`src/rtl/clk_gen_pkg.sv`:
```
// Shared constants and helpers for the clock-enable generator.
package clk_gen_pkg;

  localparam int unsigned ACC_W_MAX  = 32;
  localparam int unsigned NUM_CH_MAX = 16;

  // Rounded increment for a requested output frequency: inc = f_out * 2^acc_w / f_clk.
  function automatic logic [ACC_W_MAX-1:0] inc_for(input longint unsigned f_clk_hz,
                                                   input longint unsigned f_out_hz,
                                                   input int unsigned     acc_w);
    longint unsigned scaled;
    scaled = ((f_out_hz << acc_w) + (f_clk_hz >> 1)) / f_clk_hz;
    return scaled[ACC_W_MAX-1:0];
  endfunction

endpackage

```
`src/rtl/clk_ce_chan.sv`:
```
// One phase-accumulator channel: increment register, accumulator, ce and square-wave flops.
module clk_ce_chan
  import clk_gen_pkg::*;
#(
  parameter int ACC_W = 16
) (
  input  logic             clk,
  input  logic             resetn,
  input  logic [ACC_W-1:0] inc_init,
  input  logic             load,
  input  logic [ACC_W-1:0] load_inc,
  input  logic             clear,
  output logic             ce,
  output logic             clk_out
);

  logic [ACC_W-1:0] acc;
  logic [ACC_W-1:0] inc;
  logic [ACC_W:0]   sum;

  // Accumulator step with carry out.
  always_comb begin
    sum = {1'b0, acc} + {1'b0, inc};
  end

  // Increment/accumulator state; load or clear restarts the phase from zero.
  always_ff @(posedge clk) begin
    if (!resetn) begin
      acc     <= '0;
      inc     <= inc_init;
      ce      <= 1'b0;
      clk_out <= 1'b0;
    end else begin
      if (load) begin
        inc <= load_inc;
      end
      if (load || clear) begin
        acc     <= '0;
        ce      <= 1'b0;
        clk_out <= 1'b0;
      end else begin
        acc     <= sum[ACC_W-1:0];
        ce      <= sum[ACC_W];
        clk_out <= sum[ACC_W-1];
      end
    end
  end

endmodule

```
`src/rtl/clk_ce_gen.sv`:
```
// Multi-channel clock-enable generator with lock detection and downstream reset sequencing.
module clk_ce_gen
  import clk_gen_pkg::*;
#(
  parameter int                      NUM_CH      = 4,
  parameter int                      ACC_W       = 16,
  parameter logic [NUM_CH*ACC_W-1:0] INC_DEFAULT = {NUM_CH{16'h1000}},
  parameter int                      LOCK_CYCLES = 256,
  parameter int                      CH_W        = (NUM_CH > 1) ? $clog2(NUM_CH) : 1
) (
  input  logic              clk,
  input  logic              resetn,
  input  logic              cfg_we,
  input  logic [CH_W-1:0]   cfg_ch,
  input  logic [ACC_W-1:0]  cfg_inc,
  input  logic              cfg_sync,
  output logic [NUM_CH-1:0] ce,
  output logic [NUM_CH-1:0] clk_out,
  output logic              locked,
  output logic              rst_out_n
);

  localparam int              CNT_W    = $clog2(LOCK_CYCLES);
  localparam logic [CNT_W-1:0] LOCK_TERM = CNT_W'(LOCK_CYCLES - 1);
  localparam logic [CH_W:0]    CH_LIMIT  = (CH_W + 1)'(NUM_CH);

  logic [NUM_CH-1:0] load;
  logic              cfg_valid;
  logic              lock_clear;
  logic [CNT_W-1:0]  lock_cnt;

  // Config decode: out-of-range channel writes are dropped and do not disturb lock.
  always_comb begin
    load       = '0;
    cfg_valid  = cfg_we && ({1'b0, cfg_ch} < CH_LIMIT);
    lock_clear = cfg_valid || cfg_sync;
    for (int unsigned i = 0; i < NUM_CH; i++) begin
      load[i] = cfg_we && (cfg_ch == CH_W'(i));
    end
  end

  for (genvar i = 0; i < NUM_CH; i++) begin : g_ch
    clk_ce_chan #(
      .ACC_W (ACC_W)
    ) u_chan (
      .clk      (clk),
      .resetn   (resetn),
      .inc_init (INC_DEFAULT[i*ACC_W +: ACC_W]),
      .load     (load[i]),
      .load_inc (cfg_inc),
      .clear    (cfg_sync),
      .ce       (ce[i]),
      .clk_out  (clk_out[i])
    );
  end

  // Lock counter and reset sequencer; a config event always wins over the terminal count.
  always_ff @(posedge clk) begin
    if (!resetn) begin
      lock_cnt  <= '0;
      locked    <= 1'b0;
      rst_out_n <= 1'b0;
    end else begin
      rst_out_n <= locked;
      if (lock_clear) begin
        lock_cnt <= '0;
        locked   <= 1'b0;
      end else if (lock_cnt == LOCK_TERM) begin
        locked <= 1'b1;
      end else begin
        lock_cnt <= lock_cnt + 1'b1;
      end
    end
  end

endmodule

```
`config.mk`:
```
export PLATFORM = sky130hd
export DESIGN_NAME = clk_ce_gen
export DESIGN_NICKNAME = d
export VERILOG_FILES = /design/src/rtl/clk_gen_pkg.sv /design/src/rtl/clk_ce_chan.sv /design/src/rtl/clk_ce_gen.sv
export SDC_FILE = /design/constraint.sdc
export NUM_CORES = 1
export LEC_CHECK = 0
export CORE_ASPECT_RATIO = 1.75
export CORE_UTILIZATION = 25
export CTS_BUF_LIST = sky130_fd_sc_hd__clkbuf_16
export DETAILED_ROUTE_END_ITERATION = 10
export RECOVER_POWER = 100
export SLEW_MARGIN = 20
export SYNTH_ARGS = -nofsm -noshare
export SYNTH_HDL_FRONTEND = slang
export SYNTH_SLANG_ARGS = --single-unit
```
`constraint.sdc`:
```
create_clock -name clk -period 3.3 [get_ports clk]
set_input_delay 0.495 -clock clk [delete_from_list [all_inputs] [get_ports clk]]
set_output_delay 0.495 -clock clk [all_outputs]
set_load 0.01 [all_outputs]
```
# Word level (Yosys, flattened, before mapping)
# Cells that the tools add are included.
# totals
out_inout_bits	10
register_bits	146
mem_count	0
latch_bits	0
wordCells	44
mem_bits_ro	0
ram_bits	0
in_bits	22
# op_classes
n_eq_ne	4
n_div	0
magnitude_cmp	0
shift	0
muxes	0
multipliers	0
reduce_logical	15
n_addsub	5
bitwise	1
# op_table
op	count
16-bit by 16-bit adder with 17-bit output	4
2-bit OR reduction	5
8-bit by 1-bit adder with 8-bit output (second input constant)	1
8-bit equality test (second input constant)	1
1-bit logical OR	5
2-bit equality test (second input constant)	2
1-bit logical AND	4
2-bit by 1-bit equality test with 1-bit output (second input constant)	1
2-bit zero test	1
1-bit NOT	1

# Longest topological paths before layout
# Gate-level depths: netlist (run 1).
# logic_depth
depth_word	4
ltp_mapped	8
mapped_depth_nobuf	8

# Cells and area by module
# Synthesis (run 1) repeated with hierarchy kept, for this count alone.
# unflattened
cells_unflattened	795
hier_area_um2	8358.0
# modules_own_cells
mod	cells_each	instances	seq_area_each_um2	area_each_um2
clk_ce_chan at g_ch[0].u_chan ...	188	3	820.8	1976.9
clk_ce_chan at g_ch[3].u_chan	170	1	820.8	1901.8
clk_ce_gen	61	1	200.2	525.5

# Worst setup path after synthesis (run 1)
# No wires, ideal clock.
# synth_path
path_kind	reg2reg
start	reg g_ch[3].u_chan.inc[0]
end	reg g_ch[3].u_chan.ce
path_slack_ns	0.992
stages_incl_launch_ff	9
required_ns	3.180
setup_ns	0.120
arrival_ns	2.188
n_path_buf	0
synth_period_minus_slack_ns	2.308
cell_sequence	dfxtp_1 > ha_1 > fa_1 > a211o_1 > and2_4 > o221ai_2 > a31oi_1 > o31a_1 > o31a_1
# synth_via
elab_chain_cells	1
# synth_rtl
element	line	rtl
from (decl)	clk_ce_chan.sv:18	logic [ACC_W-1:0] inc;
from (signal assigned)	clk_ce_chan.sv:30	inc <= inc_init;
from (signal assigned)	clk_ce_chan.sv:35	inc <= load_inc;
16-bit by 16-bit adder with 17-bit output	clk_ce_chan.sv:23	sum = {1'b0, acc} + {1'b0, inc};
to (signal assigned)	clk_ce_chan.sv:43	ce <= sum[ACC_W];
to (decl)	clk_ce_chan.sv:13	output logic ce,
# No other way between the ends.
# A chain may end at the register's enable or synchronous reset.

# Worst setup path after layout (run 1)
# Ends and elaborated chain as after synthesis.

==> impl_metrics.csv, run 1 <==
group,metric,value,unit
run_status,status,"complete, but fails checks",
run_status,violations,"max-capacitance violations, max-slew violations",
floorplanning,fp-row-count,82,
cts,numCtsBuffers,17,
drt,drt-wirelength-per-cell,14.3,um
pwr,ir_drop,364,uV
global_routing,grt_overflow,0,
floorplanning,die_h,229,um
cts,clk_latency,440,ps
logic_synthesis,synth_top_family_by_area,"simple AND/OR/NAND/NOR gates",
logic_synthesis,synth_cells,879,
logic_synthesis,synthAdderAreaFrac,12.1,%
floorplanning,io_pins,32,
logic_synthesis,synth_area_leaders,"dfxtp_1, ha_1, nand2_1",
drt,via_count,6126,
global_routing,grtUsageTotal,12.8,%
logic_synthesis,yosysTopAreaCellShare,38.5,%
worst_setup_path,timing.rr.start,"g_ch[3].u_chan.inc[0]",
pwr,power_density,465,nW/um^2
placement,place_ws,772,ps
run,maxCapViolCount,1,
worst_setup_path,worstPathCellList,"ha_1 > fa_1 > a211o_1 > and2_0 > o221ai_1 > a31oi_1 > o31a_1 > o31a_1",
worst_setup_path,rrSetupSlack,730,ps
worst_setup_path,worstSetupEndpointType,"flop",
cts,cts_resized,0,
logic_synthesis,synth_seq_cells,142,
logic_synthesis,synth_simple_gate_area_share,20.8,%
global_routing,antenna_found_initial,1,
logic_synthesis,muxShareOfSynthArea,0.678,%
cts,cts_max_level,4,
timing,finalCritPeriodShare,78.0,%
logic_synthesis,ys_seq_area_share,38.5,%
cts,numClockSinks,142,
worst_setup_path,path_depth,8,
floorplanning,initial_core_util,25.6,%
logic_synthesis,avgSynthCellArea,8.40,um^2
finish,drive_gt1_share,4.93,%
worst_setup_path,r2r_end,"g_ch[3].u_chan.ce",
worst_hold_path,hold_end,"locked",
cts,cts_tree,"done",
worst_hold_path,holdPathStages,2,
drt,wirelength,18400,um
placement,gp_congestion,0.804,
worst_hold_path,hp-class,"flop to flop",
timing,slew-limit-headroom,-75.5,%
cts,clock_path_buffers,2,
logic_synthesis,synth-xor-area-share,4.98,%
worst_setup_path,worst-setup-path-type,"flop to flop",
worst_setup_path,critPathMaxStageDelay,490,ps
logic_synthesis,yosysWarnings,0,
pwr,power.leakage,3.44,nW
cts,cts_setup_buffers,0,
timing,final.setup.tns,0,ps
logic_synthesis,synthesis.nets,970,
worst_setup_path,start_kind,"flop",
logic_synthesis,async_flop_share,0,%
worst_setup_path,cp.arrival,2900,ps
drt,postRouteAntennaNets,0,
drt,drc,0,
logic_synthesis,synth-compound-area-share,19.8,%
timing,fin_ws,725,ps
drt,vias_per_cell,4.75,
cts,clkTransAtPathRegs,70,ps
timing,min_period,2570,ps
logic_synthesis,synth_top_cell_by_area,"dfxtp_1",
worst_hold_path,min-delay-start,"locked",
timing,finalHoldViolCount,0,
timing,worstMarginPinSlew,2630,ps
worst_setup_path,path_buf_inv,0,
worst_setup_path,path_max_fanout,3,
cts,cts-root-buf,"clkbuf_16",
cts,cts.hold.buffers_added,0,
floorplanning,dieArea,30300,um^2
timing,max_freq,388,MHz
timing,rsz0062_at_grt,"false",
finish,diodes,0,
finish,final_net_count,990,
logic_synthesis,synth.distinct_cells,54,
global_routing,grt_pass1_wl,30300,um
timing,maxSlewViolCount,66,
logic_synthesis,yosys.cell_count.top_type,"nand2_1",
floorplanning,dieWidth,132,um
logic_synthesis,synth-edff-count,0,
global_routing,grt_pass1_vias,6113,
worst_setup_path,reg2regPathDepth,8,
timing,setup_viol,0,
timing,finClkSkew,10.8,ps
placement,place_hpwl,13600,um
worst_setup_path,crit_top_cell,"o31a_1",
global_routing,grt_max_degree,66,
drt,drt-pass1-iter-count,4,
worst_setup_path,cp_top_family,"compound AO/OA/AOI/OAI gates",
floorplanning,coreArea,28800,um^2
worst_setup_path,crit_slowest_cell,"fa_1",
drt,drtIter0Drc,314,
logic_synthesis,ys.flop_type,"dfxtp_1",
worst_setup_path,critPathRequiredTime,3630,ps
logic_synthesis,synthTopCellsByCount,"nand2_1, dfxtp_1, nor2_1",
logic_synthesis,synth.cell_area,7390,um^2
finish,area_growth,16.5,%
placement,port_buffers,31,
==> cell type report <==
type                            instances  area (um^2)
Sequential cell                       142         2840
Tap cell                              378          473
Clock inverter                         15          159
Inverter                               15         56.3
Clock buffer                           17          425
Timing Repair Buffer                   39          349
Multi-Input combinational cell        684         4300
Fill cell                            3037        20200
==> worst max-delay path by stage <==
stage	startpoint	to	slack [ps]
3_5_place_dp	cfg_we	g_ch[0].u_chan.acc[11]	770
3_3_place_gp	cfg_we	g_ch[0].u_chan.acc[11]	830
6_report	g_ch[3].u_chan.inc[0]	g_ch[3].u_chan.ce	730
4_1_cts	g_ch[3].u_chan.inc[0]	g_ch[3].u_chan.ce	830
5_1_grt	resetn	g_ch[0].u_chan.inc[12]	420
2_1_floorplan	g_ch[3].u_chan.inc[0]	g_ch[3].u_chan.ce	990
==> through the flow <==
stage	cell area, um^2	instances	power (mW)	utilization, %	hold WS (ps)
finish	8600	1290	4.00	29.8	473
floorplan	7390	879	2.01	-	447
CTS	8630	1290	4.05	29.9	477
global placement	8050	1258	2.12	27.9	448
global route	8600	1290	4.16	29.8	491
detailed placement	8050	1258	2.13	27.9	463
==> tightest hold or removal path, delay by kind of cell (launching register included) <==
family                 cells  cell delay (ps)
flip-flops                 1              320
buffers and inverters      1               50
AO/OA/AOI/OAI              1               50
==> cell usage in the layout, fill, tap and decap left out, types with 5 or more instances in the layout <==
cell / count
a211oi_1: 12
xnor2_1: 26
clkbuf_16: 17
nand2_1: 171
nand4_1: 9
a31oi_1: 12
mux2i_1: 5
or3_1: 5
xor2_1: 16
a21boi_0: 61
clkdlybuf4s50_1: 18
a21oi_1: 42
o31a_1: 5
dlygate4sd3_1: 12
ha_1: 65
clkbuf_1: 5
nand3_1: 21
o211ai_1: 8
dfxtp_1: 142
inv_1: 15
nor3_1: 24
a21o_1: 11
o21ai_0: 32
inv_6: 5
nor2_1: 84
o21a_1: 11
and3_1: 14
==> flip-flops by register name (all words and copies together) (netlist names) <==
register	flops
g_ch.u_chan.ce	4
g_ch.u_chan.acc	64
g_ch.u_chan.inc	64
locked	1
rst_out_n	1
lock_cnt	8
==> power by group <==
part | total [mW] | switching, mW | internal, mW | leakage [nW]
Sequential | 1.78 | 0.0236 | 1.76 | 1.15
Clock | 1.92 | 0.795 | 1.12 | 0.282
Combinational | 0.303 | 0.183 | 0.120 | 2.01
Total | 4.00 | 1.00 | 3.00 | 3.44
==> routing by layer <==
metal,global-route usage (%),vias up,share of wire [%],wire (um)
li1,-,3119,-,-
met1,13.2,2888,40,7290
met5,0,-,0.043,8
met3,2.86,32,3.2,593
met2,23.9,85,54,9940
met4,6.61,2,3.2,585
==> cells by family after synthesis <==
logic type | count (synthesis)
and+or+nand+nor | 352
muxes | 5
DFF | 142
buffers and inverters | 53
adders and majority gates | 69
AOI/OAI and AO/OA | 216
xor gates and xnor gates | 42
(Power assumes the default switching activity.)
==> run 2, diff against run 1 <==
==> constraint.sdc (replaced) <==
create_clock -name clk -period 2.7 [get_ports clk]
set_input_delay 0.405 -clock clk [delete_from_list [all_inputs] [get_ports clk]]
set_output_delay 0.405 -clock clk [all_outputs]
set_load 0.01 [all_outputs]
==> impl_metrics.csv, run 2 (synthesis results as in run 1) <==
group,metric,value,unit
drt,postRouteAntennaNets,0,
worst_setup_path,timing.rr.start,"g_ch[3].u_chan.inc[0]",
floorplanning,coreArea,28800,um^2
cts,cts-root-buf,"clkbuf_16",
placement,gp_congestion,0.842,
pwr,ir_drop,441,uV
global_routing,antenna_found_initial,0,
timing,slew-limit-headroom,38.1,%
worst_setup_path,cp-endpoint,"g_ch[3].u_chan.ce",
timing,worstMarginPinSlew,929,ps
global_routing,grt_pass1_vias,6003,
finish,final_cells,1291,
global_routing,grt_max_degree,49,
drt,drc,0,
timing,setup_viol,0,
worst_hold_path,hp-class,"input pin to flop",
drt,drt-wirelength-per-cell,14.0,um
worst_setup_path,worst-setup-path-type,"flop to flop",
finish,final_cell_mix,"nand2_1, dfxtp_1, nor2_1, ha_1, a21boi_0",
timing,rsz0062_at_grt,"false",
cts,clkTransAtPathRegs,70,ps
timing,finalCritPeriodShare,92.7,%
drt,vias_per_cell,4.77,
cts,clock_path_buffers,2,
timing,maxSlewViolCount,0,
floorplanning,dieWidth,132,um
pwr,power_frac_comb,7.5,%
floorplanning,initial_core_util,25.6,%
run,maxCapViolCount,0,
pwr,seq_power_share,44.5,%
placement,port_buffers,31,
worst_setup_path,worstPathCellList,"ha_1 > fa_1 > a211o_1 > and2_0 > o221ai_2 > a31oi_1 > o31a_1 > o31a_1",
finish,drive_gt1_share,5.04,%
worst_setup_path,cp.arrival,2830,ps
cts,numClockSinks,142,
finish,final_common_cell,"nand2_1",
worst_setup_path,critPathMaxStageDelay,480,ps
worst_setup_path,reg2regPathDepth,8,
timing,finalHoldViolCount,0,
timing,final.setup.tns,0,ps
floorplanning,io_pins,32,
worst_setup_path,rrSetupSlack,200,ps
pwr,clkPwrFrac,48.0,%
timing,finClkSkew,7.92,ps
placement,placed_cells,1259,
placement,place_hpwl,13300,um
worst_setup_path,path_max_fanout,3,
drt,drt-pass1-iter-count,4,
global_routing,grt_overflow,0,
placement,post_dp_cell_area,8050,um^2
worst_setup_path,start_kind,"flop",
cts,numCtsBuffers,17,
finish,top_regs,"g_ch.u_chan.acc: 64 flops, g_ch.u_chan.inc: 64 flops, lock_cnt: 8 flops",
drt,drtIter0Drc,339,
finish,diodes,0,
floorplanning,dieArea,30300,um^2
cts,cts_tree,"done",
drt,wirelength,18100,um
cts,cts.hold.buffers_added,0,
pwr,netSwitchingFraction,25.1,%
cts,cts_max_level,4,
timing,min_period,2500,ps
worst_setup_path,crit_slowest_cell,"fa_1",
worst_setup_path,worstSetupEndpointType,"flop",
timing,max_freq,399,MHz
global_routing,grtUsageTotal,12.6,%
cts,cts_resized,0,
floorplanning,die_h,229,um
cts,clk_latency,440,ps
pwr,power_density,568,nW/um^2
placement,place_ws,249,ps
pwr,power.leakage,3.44,nW
finish,area_growth,16.6,%
pwr,internal_power,3.66,mW
run_status,status,"complete, no violations",
floorplanning,fp-row-count,82,
global_routing,grt_pass1_wl,29600,um
worst_setup_path,critPathRequiredTime,3030,ps
pwr,power_switching,1.23,mW
finish,final_cell_area,8610,um^2
drt,via_count,6155,
worst_setup_path,critPathLaunch,"g_ch[3].u_chan.inc[0]",
cts,cts_setup_buffers,0,
finish,postLayoutCoreUtil,29.9,%
finish,final_net_count,991,
worst_setup_path,r2r_end,"g_ch[3].u_chan.ce",
timing,fin_ws,196,ps
worst_setup_path,crit_top_cell,"o31a_1",
==> run 2: area by class of cell <==
| type | instances | area, um^2 |
|---|---|---|
| Tap cell | 378 | 473 |
| Timing Repair Buffer | 40 | 352 |
| Sequential cell | 142 | 2840 |
| Inverter | 15 | 56.3 |
| Multi-Input combinational cell | 684 | 4300 |
| Clock inverter | 15 | 164 |
| Fill cell | 3024 | 20200 |
| Clock buffer | 17 | 425 |
==> run 2: worst max-delay path, delay by kind of cell, from the launching register on <==
family / cells / cell delay (ps)
DFF: 1 / 310
AOI/OAI and AO/OA: 5 / 1200
adders and majority gates: 2 / 710
and+or+nand+nor: 1 / 180
==> run 2: stage by stage <==
stage	hold slack, ps	power (mW)
after global routing	344	5.09
after CTS	312	4.97
after detailed placement	465	2.60
final	318	4.89
after global placement	453	2.59
after floorplan	447	2.46
==> run 2: worst min path at each step <==
stage	startpoint	to	slack [ps]	cells past startpoint
floorplan	g_ch[1].u_chan.inc[12]	g_ch[1].u_chan.inc[12]	450	2
global placement	locked	locked	450	2
global route	resetn	g_ch[2].u_chan.inc[12]	340	2
detailed placement	g_ch[1].u_chan.inc[2]	g_ch[1].u_chan.inc[2]	460	2
finish	resetn	g_ch[2].u_chan.inc[12]	320	2
CTS	resetn	g_ch[2].u_chan.inc[12]	310	2
==> run 2: layer usage <==
layer	share of wire (%)	global-route usage, %	vias up
li1	-	-	3118
met1	41	13.0	2921
met2	52	23.5	75
met3	2.6	2.41	41
met4	4.1	6.61	0
met5	0	0	-
==> run 2: power by group through the flow <==
stage | Sequential (mW) | Combinational (mW) | Clock [mW]
finish | 2.18 | 0.367 | 2.35
global route | 2.18 | 0.410 | 2.50
CTS | 2.18 | 0.377 | 2.42
detailed placement | 2.22 | 0.375 | 0
global placement | 2.22 | 0.371 | 0
floorplan | 2.21 | 0.245 | 0
==> RTL edit 1, RTL diff (config.mk and constraints of run 2) <==
Put one more register stage on the output `locked`, cleared by the reset. The value now appears one clock later. The other outputs are not delayed to match.
--- a/src/rtl/clk_ce_gen.sv
+++ b/src/rtl/clk_ce_gen.sv
@@ -25,2 +25,4 @@
   localparam logic [CH_W:0]    CH_LIMIT  = (CH_W + 1)'(NUM_CH);
+
+  logic locked_s0;
 
@@ -60,11 +62,11 @@
       lock_cnt  <= '0;
-      locked    <= 1'b0;
+      locked_s0 <= 1'b0;
       rst_out_n <= 1'b0;
     end else begin
-      rst_out_n <= locked;
+      rst_out_n <= locked_s0;
       if (lock_clear) begin
         lock_cnt <= '0;
-        locked   <= 1'b0;
+        locked_s0 <= 1'b0;
       end else if (lock_cnt == LOCK_TERM) begin
-        locked <= 1'b1;
+        locked_s0 <= 1'b1;
       end else begin
@@ -75,2 +77,10 @@
 
+  always_ff @(posedge clk) begin
+    if (!resetn) begin
+      locked <= '0;
+    end else begin
+      locked <= locked_s0;
+    end
+  end
+
 endmodule
Formal check against the unedited RTL: no difference found for any inputs over 4 cycles, from zero or initial values and one cycle with resetn low; that may be too few to reach the edited logic, so the function may still have changed.
==> RTL edit 1 against run 2 <==
- sequential power barely moved
- via count shrank 3.2%
- wire length is 0.11% lower
- setup slack got worse by 41 ps
- area after synthesis fell by 1.3%
- largest power group unchanged
- cell area fell by 1.2%
- sequential cell count unchanged
- power fell by 2.4%
==> RTL edit 1: results (changes against run 2) <==
signal arrival time at the worst endpoint 2900 ps (+70 ps); post-route met1 wirelength 7430 µm (+0.46%); final net count 971 (-2.0%); number of violations reported at the end of detailed-routing iteration 0 183 (-46%); met3 routed WL 539 µm (+15%); Synthesized Nets 944 (-2.7%); largest cells by area after synthesis dfxtp_1 (39%), ha_1 (11%), nand2_1 (8.3%); global-route wire length before repair 29,100 µm (-1.5%); clock network latency to the later pin of the worst-skew pair 420 ps (-20 ps); CP endpoint g_ch[0].u_chan.acc[14]$_SDFF_PP0_; TritonCTS buffer count 17 (unchanged); type of the setup path with the least slack reg -> reg; crit-path max FO 3 (unchanged); Reg-to-Reg End g_ch[0].u_chan.acc[14]$_SDFF_PP0_; source of the worst register-to-register timing path g_ch[0].u_chan.inc[0]$_SDFFE_PN0P_; total number of vias 5,957 (-3.2%); number of global-route vias before repair 5,763 (-4.0%); biggest registers after layout g_ch.u_chan.inc x64, g_ch.u_chan.acc x63, lock_cnt x8; standard cell area after detailed placement 8000 µm² (-0.65%); via density per instance 4.69 (-1.7%); cell count after placement 1,239 (-1.6%); gp weighted congestion 0.812 (-3.5%); status finished clean; # fillers 3,030 (+0.20%); Hold Crit Class in -> reg; top post-synthesis cells by count nand2_1 (162), dfxtp_1 (142), nor2_1 (82); depth of the worst register-to-register path 9 (+1); buffers inserted during post-CTS setup optimization 0 (unchanged); register clock-pin slew on the reported worst setup and hold paths 70 ps (about the same); initial antenna violation count 0 (unchanged); Critical-path top delay cell fa_1; Fin Clk Skew 11.9 ps (+3.99 ps); worst-margin pin slew 924 ps (-4.90 ps); Period Utilization, post-route 0.943 (+0.0152); synthesized instance count 853 (-3.0%); maximum VDD drop 0.333 mV (-24%); worst setup slack before clock tree synthesis 196 ps (-53.2 ps); routed wirelength normalized by instance count 14.2 µm (+1.5%); number of synthesis warnings 0 (unchanged); critical path's largest stage delay 430 ps (-50 ps); share of final-layout standard cells stronger than drive strength 1 0.0605 (+0.0101); ant diodes 0 (unchanged); Clock Tree Buf Depth 2 (unchanged); part of the Yosys area used for sequential elements 0.390 (+0.00515); Detailed Place HPWL 13,200 µm (-1.3%); Pleak 3.44 nW (+0.16%); cell family with the largest share of critical-path delay compound AO/OA/AOI/OAI gates; length of routed met2 wiring 9720 µm (+2.4%); Unique masters post-synth 57 (+5.6%); largest net degree at the start of global routing 65 (+33%); CTS resizes 0 (unchanged); global-route total usage across every layer 0.127 (+0.00136); count of buffers from port buffering 31 (unchanged)
==> RTL edit 1: cell families after synthesis <==
kind of cell               Yosys count  synth area share
adders and majority gates           69             0.123
DFF                                142             0.390
buffers and inverters               47            0.0293
xor gates and xnor gates            45            0.0541
and+or+nand+nor                    335             0.201
muxes                                2           0.00275
AOI/OAI and AO/OA                  213             0.201
==> RTL edit 1: worst min path at each step <==
stage	slack, ps	depth (start not counted)	endpoint	from
global route	250	2	locked$_SDFF_PN0_	resetn
global placement	440	2	locked_s0$_SDFFE_PP0N_	locked_s0$_SDFFE_PP0N_
CTS	230	2	locked$_SDFF_PN0_	resetn
finish	240	2	locked$_SDFF_PN0_	resetn
floorplan	420	2	locked_s0$_SDFFE_PP0N_	locked_s0$_SDFFE_PP0N_
detailed placement	450	2	locked_s0$_SDFFE_PP0N_	locked_s0$_SDFFE_PP0N_
==> RTL edit 1: worst reg2reg max path, delay by kind of cell (launching register included) <==
kind                     cells  cell delay, ps
flip-flops                   1             310
AND/OR/NAND/NOR              1             320
adder cells (fa/ha/maj)      2             650
multiplexers                 1             210
AO/OA/AOI/OAI                5            1000
==> RTL edit 1: where the power goes <==
part	switching, mW	internal (mW)
registers	0.0304	2.15
clock network	1.03	1.21
logic	0.218	0.142
==> RTL edit 1: routing by layer <==
metal	GRT usage	vias up
met1	0.136	2857
met3	0.0225	19
li1	-	3016
met2	0.237	65
met5	0	-
met4	0.0517	0
==> RTL edit 1: final cells by class <==
type / count / area, µm² / share of cell area
clock inverter: 15 / 130 / 0.0153
multi-input combinational: 664 / 4220 / 0.496
clock buffer: 17 / 425 / 0.0500
inverter: 9 / 33.8 / 0.00397
tap: 378 / 473 / 0.0556
timing repair buffer: 46 / 384 / 0.0452
sequential: 142 / 2840 / 0.334
==> RTL edit 2, RTL diff (settings of run 2) <==
Made on the original files. The parameter `NUM_CH` goes from 4 to 2.
--- a/src/rtl/clk_ce_gen.sv
+++ b/src/rtl/clk_ce_gen.sv
@@ -4,3 +4,3 @@
 #(
-  parameter int                      NUM_CH      = 4,
+  parameter int                      NUM_CH      = 2,
   parameter int                      ACC_W       = 16,
Ports: changed (resized ce, cfg_ch and clk_out); port bits go from 32 to 27. No check against the original RTL was run, so the function may have changed too.
==> RTL edit 2 against run 2 <==
- setup slack improved by 140 ps
- maximum frequency rose by 6.1%
- wire length fell by 46%
- cell count fell by 46%
- hold slack improved by 160 ps
- power fell by 47%
- critical path depth fell by 1
- area after synthesis fell by 44%
- sequential cell count fell by 66
- cell area fell by 44%
- largest power group is now registers
- highest routed layer unchanged
==> RTL edit 2: results (changes against run 2) <==
standard cell area after detailed placement 4570 µm² (-43%); cell count after placement 685 (-46%); status finished clean; total number of vias 3,499 (-43%); number of global-route vias before repair 3,562 (-41%); largest cells by area after synthesis dfxtp_1 (37%), ha_1 (10%), nand2_1 (7.9%); XOR/XNOR share of the synthesized area 0.0404 (-0.00938); mean post-synth cell area 8.51 µm² (+1.2%); crit-path max FO 4 (+1); Synthesized Nets 540 (-44%); largest net degree at the start of global routing 20 (-59%); top post-synthesis cells by count nand2_1 (87), dfxtp_1 (76), nor2_1 (40); CTS HTree Levels 3 (-1); number of violations reported at the end of detailed-routing iteration 0 157 (-54%); compound-gate portion of the synthesized area 0.224 (+0.0263); share of final-layout standard cells stronger than drive strength 1 0.0586 (+0.00821); multiplexer share of the synthesized area 0.0146 (+0.00781); Pleak 2.04 nW (-41%); Detailed Place HPWL 7610 µm (-43%); non-filler instance count after layout 701 (-46%); wirelength, routed 9800 µm (-46%); global-route total usage across every layer 0.122 (-0.00314); worst setup slack before clock tree synthesis 370 ps (+121 ps); global-route wire length before repair 16,300 µm (-45%); signal arrival time at the worst endpoint 2610 ps (-220 ps); Hold Crit Class reg -> reg; biggest registers after layout g_ch.u_chan.acc x32, g_ch.u_chan.inc x32, lock_cnt x8; TritonCTS buffer count 9 (-8); Fin Clk Skew 6.46 ps (-1.46 ps); gp weighted congestion 0.880 (+4.5%)
==> RTL edit 2: critical path, cell delays in order (launching register included) <==
cell and delay [ps]:
dfxtp_1 310, ha_1 230, fa_1 420, a21o_2 240, a221oi_2 290, nor4b_1 160, o41ai_1 370, mux2i_1 260
==> RTL edit 2: power breakdown <==
part	switching, mW	leakage, nW	total [mW]	internal (mW)
logic	0.140	1.28	0.245	0.105
registers	0.0195	0.618	1.18	1.16
clock network	0.475	0.139	1.18	0.710
total	0.634	2.04	2.61	1.97
==> RTL edit 2: final timing paths <==
check,end,slack (ps),startpoint,cells after the start
worst max register to register,g_ch[1].u_chan.acc[14]$_SDFF_PP0_,340,g_ch[1].u_chan.inc[0]$_SDFFE_PN0P_,7
worst min register to register,g_ch[1].u_chan.inc[2]$_SDFFE_PN0P_,480,g_ch[1].u_chan.inc[2]$_SDFFE_PN0P_,2
worst max-delay path,g_ch[1].u_chan.acc[14]$_SDFF_PP0_,340,g_ch[1].u_chan.inc[0]$_SDFFE_PN0P_,7
worst min-delay path,g_ch[1].u_chan.inc[2]$_SDFFE_PN0P_,480,g_ch[1].u_chan.inc[2]$_SDFFE_PN0P_,2
==> RTL edit 2: cell families after synthesis <==
| logic type | Yosys count |
|---|---|
| AO/OA/AOI/OAI | 128 |
| flip-flops | 76 |
| XOR/XNOR | 19 |
| multiplexers | 6 |
| AND/OR/NAND/NOR | 191 |
| adder cells (fa/ha/maj) | 35 |
| buffers and inverters | 29 |
==> RTL edit 2: per-layer routing <==
layer | share of wire | global-route usage | up-vias
met4 | 0.043 | 0.0798 | 0
li1 | - | - | 1752
met3 | 0.025 | 0.0175 | 35
met1 | 0.39 | 0.121 | 1634
met2 | 0.54 | 0.235 | 78
met5 | 0 | 0 | -
==> RTL edit 2: layout make-up <==
class / instances / area [µm²]
fill: 1704 / 11200
sequential: 76 / 1520
clock inverter: 7 / 67.6
clock buffer: 9 / 225
timing repair buffer: 33 / 298
multi-input combinational: 379 / 2450
inverter: 8 / 30.0
tap: 189 / 236
